<file path="config.mk">
export PLATFORM = sky130hd
export DESIGN_NAME = sprite_anim_fetch
export DESIGN_NICKNAME = d
export VERILOG_FILES = /design/src/rtl/sprite_anim_fetch.sv
export SDC_FILE = /design/constraint.sdc
export NUM_CORES = 1
export LEC_CHECK = 0
export ABC_CLOCK_PERIOD_IN_PS = 2300
export CELL_PAD_IN_SITES_DETAIL_PLACEMENT = 2
export CELL_PAD_IN_SITES_GLOBAL_PLACEMENT = 2
export CORE_MARGIN = 2
export CORE_UTILIZATION = 22
export DETAILED_ROUTE_END_ITERATION = 8
export PLACE_DENSITY_LB_ADDON = 0.2
export REMOVE_ABC_BUFFERS = 1
export SETUP_SLACK_MARGIN = 0.4
export SLEW_MARGIN = 20
export SYNTH_ARGS = -nofsm -noshare
export SYNTH_HDL_FRONTEND = slang
export SYNTH_SLANG_ARGS = --single-unit
</file>
<file path="constraint.sdc">
create_clock -name clk -period 2.3 [get_ports clk]
set_input_delay 0.46 -clock clk [delete_from_list [all_inputs] [get_ports clk]]
set_output_delay 0.46 -clock clk [all_outputs]
set_load 0.05 [all_outputs]
</file>
<file path="src/rtl/sprite_anim_fetch.sv">
// Sprite animation sequencer and two-stage pixel fetch for one fighter.
// Steps the action/frame on frame ticks and turns raster positions into ROM row reads and opaque flags.
module sprite_anim_fetch #(
    parameter int SPR_W       = 16,
    parameter int SPR_H       = 16,
    parameter int ACT_BITS    = 3,
    parameter int FRM_BITS    = 3,
    parameter int NUM_FRAMES  = 4,
    parameter int FRAME_HOLD  = 8,
    parameter int SCALE_SHIFT = 2,
    parameter logic [(1<<ACT_BITS)-1:0] ONESHOT_MASK = 8'b00011000,
    parameter int COORD_W     = 10
) (
    input  logic                                           clk,
    input  logic                                           rst,
    input  logic                                           frame_tick,
    input  logic                                           act_req,
    input  logic [ACT_BITS-1:0]                            act_code,
    output logic                                           act_busy,
    input  logic                                           facing_left,
    input  logic [COORD_W-1:0]                             pos_x,
    input  logic [COORD_W-1:0]                             pos_y,
    input  logic [COORD_W-1:0]                             hcount,
    input  logic [COORD_W-1:0]                             vcount,
    input  logic                                           pix_valid,
    output logic [$clog2(SPR_H)+ACT_BITS+FRM_BITS-1:0]     rom_addr,
    input  logic [SPR_W-1:0]                               rom_data,
    output logic                                           pix_on,
    output logic                                           pix_valid_o,
    output logic [ACT_BITS-1:0]                            cur_action,
    output logic [FRM_BITS-1:0]                            cur_frame
);

    localparam int ROW_W  = $clog2(SPR_H);
    localparam int COL_W  = $clog2(SPR_W);
    localparam int HOLD_W = (FRAME_HOLD > 1) ? $clog2(FRAME_HOLD) : 1;

    localparam logic [HOLD_W-1:0]   LAST_HOLD = HOLD_W'(FRAME_HOLD - 1);
    localparam logic [FRM_BITS-1:0] LAST_FRM  = FRM_BITS'(NUM_FRAMES - 1);
    localparam logic [COORD_W-1:0]  BOX_W     = COORD_W'(SPR_W << SCALE_SHIFT);
    localparam logic [COORD_W-1:0]  BOX_H     = COORD_W'(SPR_H << SCALE_SHIFT);

    typedef enum logic [0:0] {
        LOOP    = 1'b0,
        ONESHOT = 1'b1
    } state_t;

    state_t             state;
    logic [HOLD_W-1:0]  hold;

    // Unmirrored column 0 is the ROM word's MSB; mirroring reads the word LSB-first.
    function automatic logic [COL_W-1:0] bit_index(input logic [COL_W-1:0] col,
                                                   input logic             mirror);
        return mirror ? col : (COL_W'(SPR_W - 1) - col);
    endfunction

    always_ff @(posedge clk) begin
        if (rst) begin
            state      <= LOOP;
            cur_action <= '0;
            cur_frame  <= '0;
            hold       <= '0;
            act_busy   <= 1'b0;
        end else begin
            case (state)
                LOOP: begin
                    // An accepted request swallows a coincident tick.
                    if (act_req && (act_code != cur_action)) begin
                        cur_action <= act_code;
                        cur_frame  <= '0;
                        hold       <= '0;
                        if (ONESHOT_MASK[act_code]) begin
                            state    <= ONESHOT;
                            act_busy <= 1'b1;
                        end
                    end else if (frame_tick) begin
                        if (hold == LAST_HOLD) begin
                            hold      <= '0;
                            cur_frame <= (cur_frame == LAST_FRM) ? '0 : cur_frame + 1'b1;
                        end else begin
                            hold <= hold + 1'b1;
                        end
                    end
                end
                ONESHOT: begin
                    if (frame_tick) begin
                        if (hold == LAST_HOLD) begin
                            hold <= '0;
                            if (cur_frame == LAST_FRM) begin
                                state      <= LOOP;
                                cur_action <= '0;
                                cur_frame  <= '0;
                                act_busy   <= 1'b0;
                            end else begin
                                cur_frame <= cur_frame + 1'b1;
                            end
                        end else begin
                            hold <= hold + 1'b1;
                        end
                    end
                end
                default: begin
                    state <= LOOP;
                end
            endcase
        end
    end

    // Stage 0: sprite-relative offsets; wrapped negatives land outside the box.
    logic [COORD_W-1:0] dx_p0;
    logic [COORD_W-1:0] dy_p0;
    logic               in_box_p0;

    always_comb begin
        dx_p0     = hcount - pos_x;
        dy_p0     = vcount - pos_y;
        in_box_p0 = pix_valid && (dx_p0 < BOX_W) && (dy_p0 < BOX_H);
    end

    // Stage 1: ROM row address issued, column and qualifiers held for the returning word.
    logic [COL_W-1:0] col_p1;
    logic             in_box_p1;
    logic             face_p1;
    logic             vld_p1;

    always_ff @(posedge clk) begin
        if (rst) begin
            rom_addr  <= '0;
            col_p1    <= '0;
            in_box_p1 <= 1'b0;
            face_p1   <= 1'b0;
            vld_p1    <= 1'b0;
        end else begin
            rom_addr  <= {dy_p0[SCALE_SHIFT +: ROW_W], cur_action, cur_frame};
            col_p1    <= dx_p0[SCALE_SHIFT +: COL_W];
            in_box_p1 <= in_box_p0;
            face_p1   <= facing_left;
            vld_p1    <= pix_valid;
        end
    end

    // Stage 2: a cleared ROM bit marks body pixels.
    always_ff @(posedge clk) begin
        if (rst) begin
            pix_on      <= 1'b0;
            pix_valid_o <= 1'b0;
        end else begin
            pix_on      <= in_box_p1 && !rom_data[bit_index(col_p1, face_p1)];
            pix_valid_o <= vld_p1;
        end
    end

endmodule

</file>
==> results of run 1 <==
==> metrics by stage <==
| stage | setup WS, ns | std cells | total power, mW | utilization | TNS (ns) |
|---|---|---|---|---|---|
| global placement | -0.540 | 444 | 1.20 | 0.364 | -0.870 |
| finish | 0.259 | 462 | 1.74 | 0.411 | 0 |
| floorplan | -0.0628 | 219 | 0.916 | - | -0.0628 |
| global route | 0.185 | 462 | 1.86 | 0.411 | 0 |
| detailed placement | -0.646 | 444 | 1.21 | 0.364 | -1.09 |
| CTS | 0.283 | 459 | 1.75 | 0.406 | 0 |
==> sequential cells by signal (all words and copies together) (netlist names) <==
register,flops
rom_addr,10
col_p1,4
cur_action,3
cur_frame,3
hold,3
act_busy,1
face_p1,1
in_box_p1,1
pix_on,1
pix_valid_o,1
state,1
vld_p1,1
==> final cells by class <==
class                   count  area (sq um)  share of cell area
inverters                  21          78.8              0.0218
repair buffers            127          1140               0.315
clock inverters             2          12.5             0.00346
clock buffers               6          82.6              0.0228
flip-flops and latches     30           607               0.168
multi-input cells         168          1560               0.432
well taps                 108           135              0.0373
==> worst paths after layout <==
kind	startpoint	end	slack, ns	cells past startpoint
max reg2reg	face_p1$_SDFF_PP0_	pix_on$_SDFF_PP0_	0.52	6
max	pos_x[5]	in_box_p1$_SDFF_PP0_	0.26	9
min	act_busy$_SDFFE_PP0P_	act_busy$_SDFFE_PP0P_	0.46	2
min reg2reg	act_busy$_SDFFE_PP0P_	act_busy$_SDFFE_PP0P_	0.46	2
==> worst reg2reg max path, delay by kind of cell (launching register included) <==
family / cells / cell delay (ns)
AOI/OAI and AO/OA: 3 / 0.38
DFF: 1 / 0.39
muxes: 3 / 0.93
==> repair_timing <==
item | CTS | global route
hold buffers | 0 | 0
pin swaps | 34 | 2
setup endpoints to repair | 12 | 9
resized for setup | 121 | 10
buffers inserted | 7 | 3
==> synthesized netlist by cell type (all sizes together), types with 5 or more instances <==
cell type / count / share of area
a21o: 6 / 0.023
nor2: 16 / 0.030
a21oi: 13 / 0.032
xor2: 11 / 0.048
mux2i: 7 / 0.035
xnor2: 6 / 0.026
ha: 19 / 0.12
mux4: 5 / 0.056
nor2b: 9 / 0.028
dfxtp: 30 / 0.30
nand2: 18 / 0.034
o21ai: 7 / 0.017
inv: 21 / 0.039
==> power groups by stage <==
stage / combinational (mW) / sequential, mW / clock [mW]
final: 0.703 / 0.583 / 0.451
after global routing: 0.768 / 0.589 / 0.500
after CTS: 0.695 / 0.584 / 0.473
after detailed placement: 0.620 / 0.595 / 0
after global placement: 0.603 / 0.593 / 0
after floorplan: 0.261 / 0.655 / 0
==> cell families after synthesis <==
group / after synthesis
simple gates: 65
xor+xnor: 17
buf+inv: 27
compound gates: 51
flops: 30
mux: 16
fa+ha+maj: 19
==> per-layer routing <==
layer,GRT usage,part of all wire,routed length (um),up-vias
met3,0.0190,0.025,169,2
met2,0.267,0.55,3750,38
met1,0.161,0.42,2850,1028
li1,-,-,-,1050
met5,0,0,0,-
met4,0.0285,0.0053,36,0
==> impl_metrics.yaml, run 1 <==
hold_path:
  hold_path.class: "flip-flop to flip-flop"
clock_tree:
  clk_path_buf_depth: 2
  ctsHtreeMaxLevel: 2
  cts_buffers: 5
  cts_tree: "built"
  clk_pin_slew_worst_paths_ns: 0.07
  clock_sinks: 30
  clockRootBuffer: "clkbuf_8"
  clk_latency_ns: 0.27
power_and_ir_drop:
  p_clk_frac: 0.260
  pwr-share-seq: 0.335
  power_density_mw_per_mm2: 480
  switching_share: 0.321
  p_int_mw: 1.18
  peakVddDrop_v: 0.000212
  switchingPower_mw: 0.558
  power_frac_comb: 0.405
  p_leak_nw: 1.67
logic_synthesis:
  synth-edff-count: 0
  async_reset_ff_frac: 0
  synth_cell_types: 48
  syn_avg_cell_area_sq_um: 8.95
  ys_seq_area_frac: 0.298
  yosys-mux-area-fraction: 0.113
  yosys.area_share.adder: 0.118
  syn_area_sq_mm: 0.00201
  synth_top_family_by_area: "compound AO/OA/AOI/OAI gates"
  yosys.area_share.simple: 0.160
  synth_cells: 225
  yosysWarnings: 0
  synthFlopType: "dfxtp_1"
  synth_compound_area_frac: 0.184
  ys_ff_latch: 30
  synthXorXnorAreaFrac: 0.0739
finish:
  drive_gt1_frac: 0.316
  final_common_cell: "buf_4"
  antenna_cells: 0
  layout_common_cells: "buf_4 (39), clkdlybuf4s50_1 (33), dfxtp_1 (27), dlygate4sd2_1 (24), nand2_1 (18)"
  synthToLayoutAreaGrowth_pct: 79.8
  final_nets: 437
  n_fill_cell: 976
  fin_area_sq_mm: 0.00362
grt:
  antenna_found_initial: 0
  grt_usage: 0.138
  grt_max_degree: 14
  first_global_vias: 2339
  grt_overflow: 0
  grt_pass1_wl_mm: 11.1
timing:
  period_needed_ns: 2.04
  clock_skew_ns: 0.00419
  rsz0062_at_grt: "yes"
  whs_ns: 0.465
  post-route-period-util: 0.888
  worst_slew_pin_slew_ns: 0.526
  finalSetupViolCount: 0
  final_hold_viol_count: 0
  relSlewSlack: 0.648
  fmax_mhz: 490
  final-max-slew-violation-count: 0
floorplan:
  fp.dieH_um: 99.7
  initial_core_util: 0.229
  core-area_sq_mm: 0.00881
  dieArea_sq_mm: 0.00994
  die_w_um: 99.7
  pin_count: 84
  row_count: 34
placement:
  gp_congestion: 0.728
  place_hpwl_mm: 5.25
  placed_cell_area_sq_mm: 0.00321
  io_buffers: 83
critical_path:
  crit_path_start_kind: "primary input"
  critPathCaptureType: "flip-flop"
  path_buf_inv: 2
  cp_data_required_time_ns: 2.48
  crit_slowest_cell: "a221o_1"
  path_cells: "clkdlybuf4s15_1, inv_2, ha_4, a21o_1, a211o_1, a211oi_4, o21ai_1, a221o_1, a2111oi_4"
  cp_max_fo: 2
  max_stage_delay_ns: 0.36
  critPathArrivalTime_ns: 2.22
  path_delay_family: "compound AO/OA/AOI/OAI gates"
  worstSetupPathType: "primary input to flip-flop"
detailed_routing:
  drt_iter0_drc: 34
  drcViolationCount: 0
  num_vias: 2118
  drt-vias-per-instance: 4.58
  drt-pass1-iter-count: 4
  ant_nets: 0
  wl_per_cell_um: 14.7
  drt_wl_total_mm: 6.81
job:
  cap_violations: 0
run_status:
  status: "completed"
(Power assumes the default switching activity.)
==> inputs of run 2 (changes only) <==
Settings changed: ABC_AREA set to 0.
==> results of run 2 <==
Final layout, timing and power as in run 1 (identical DEF).
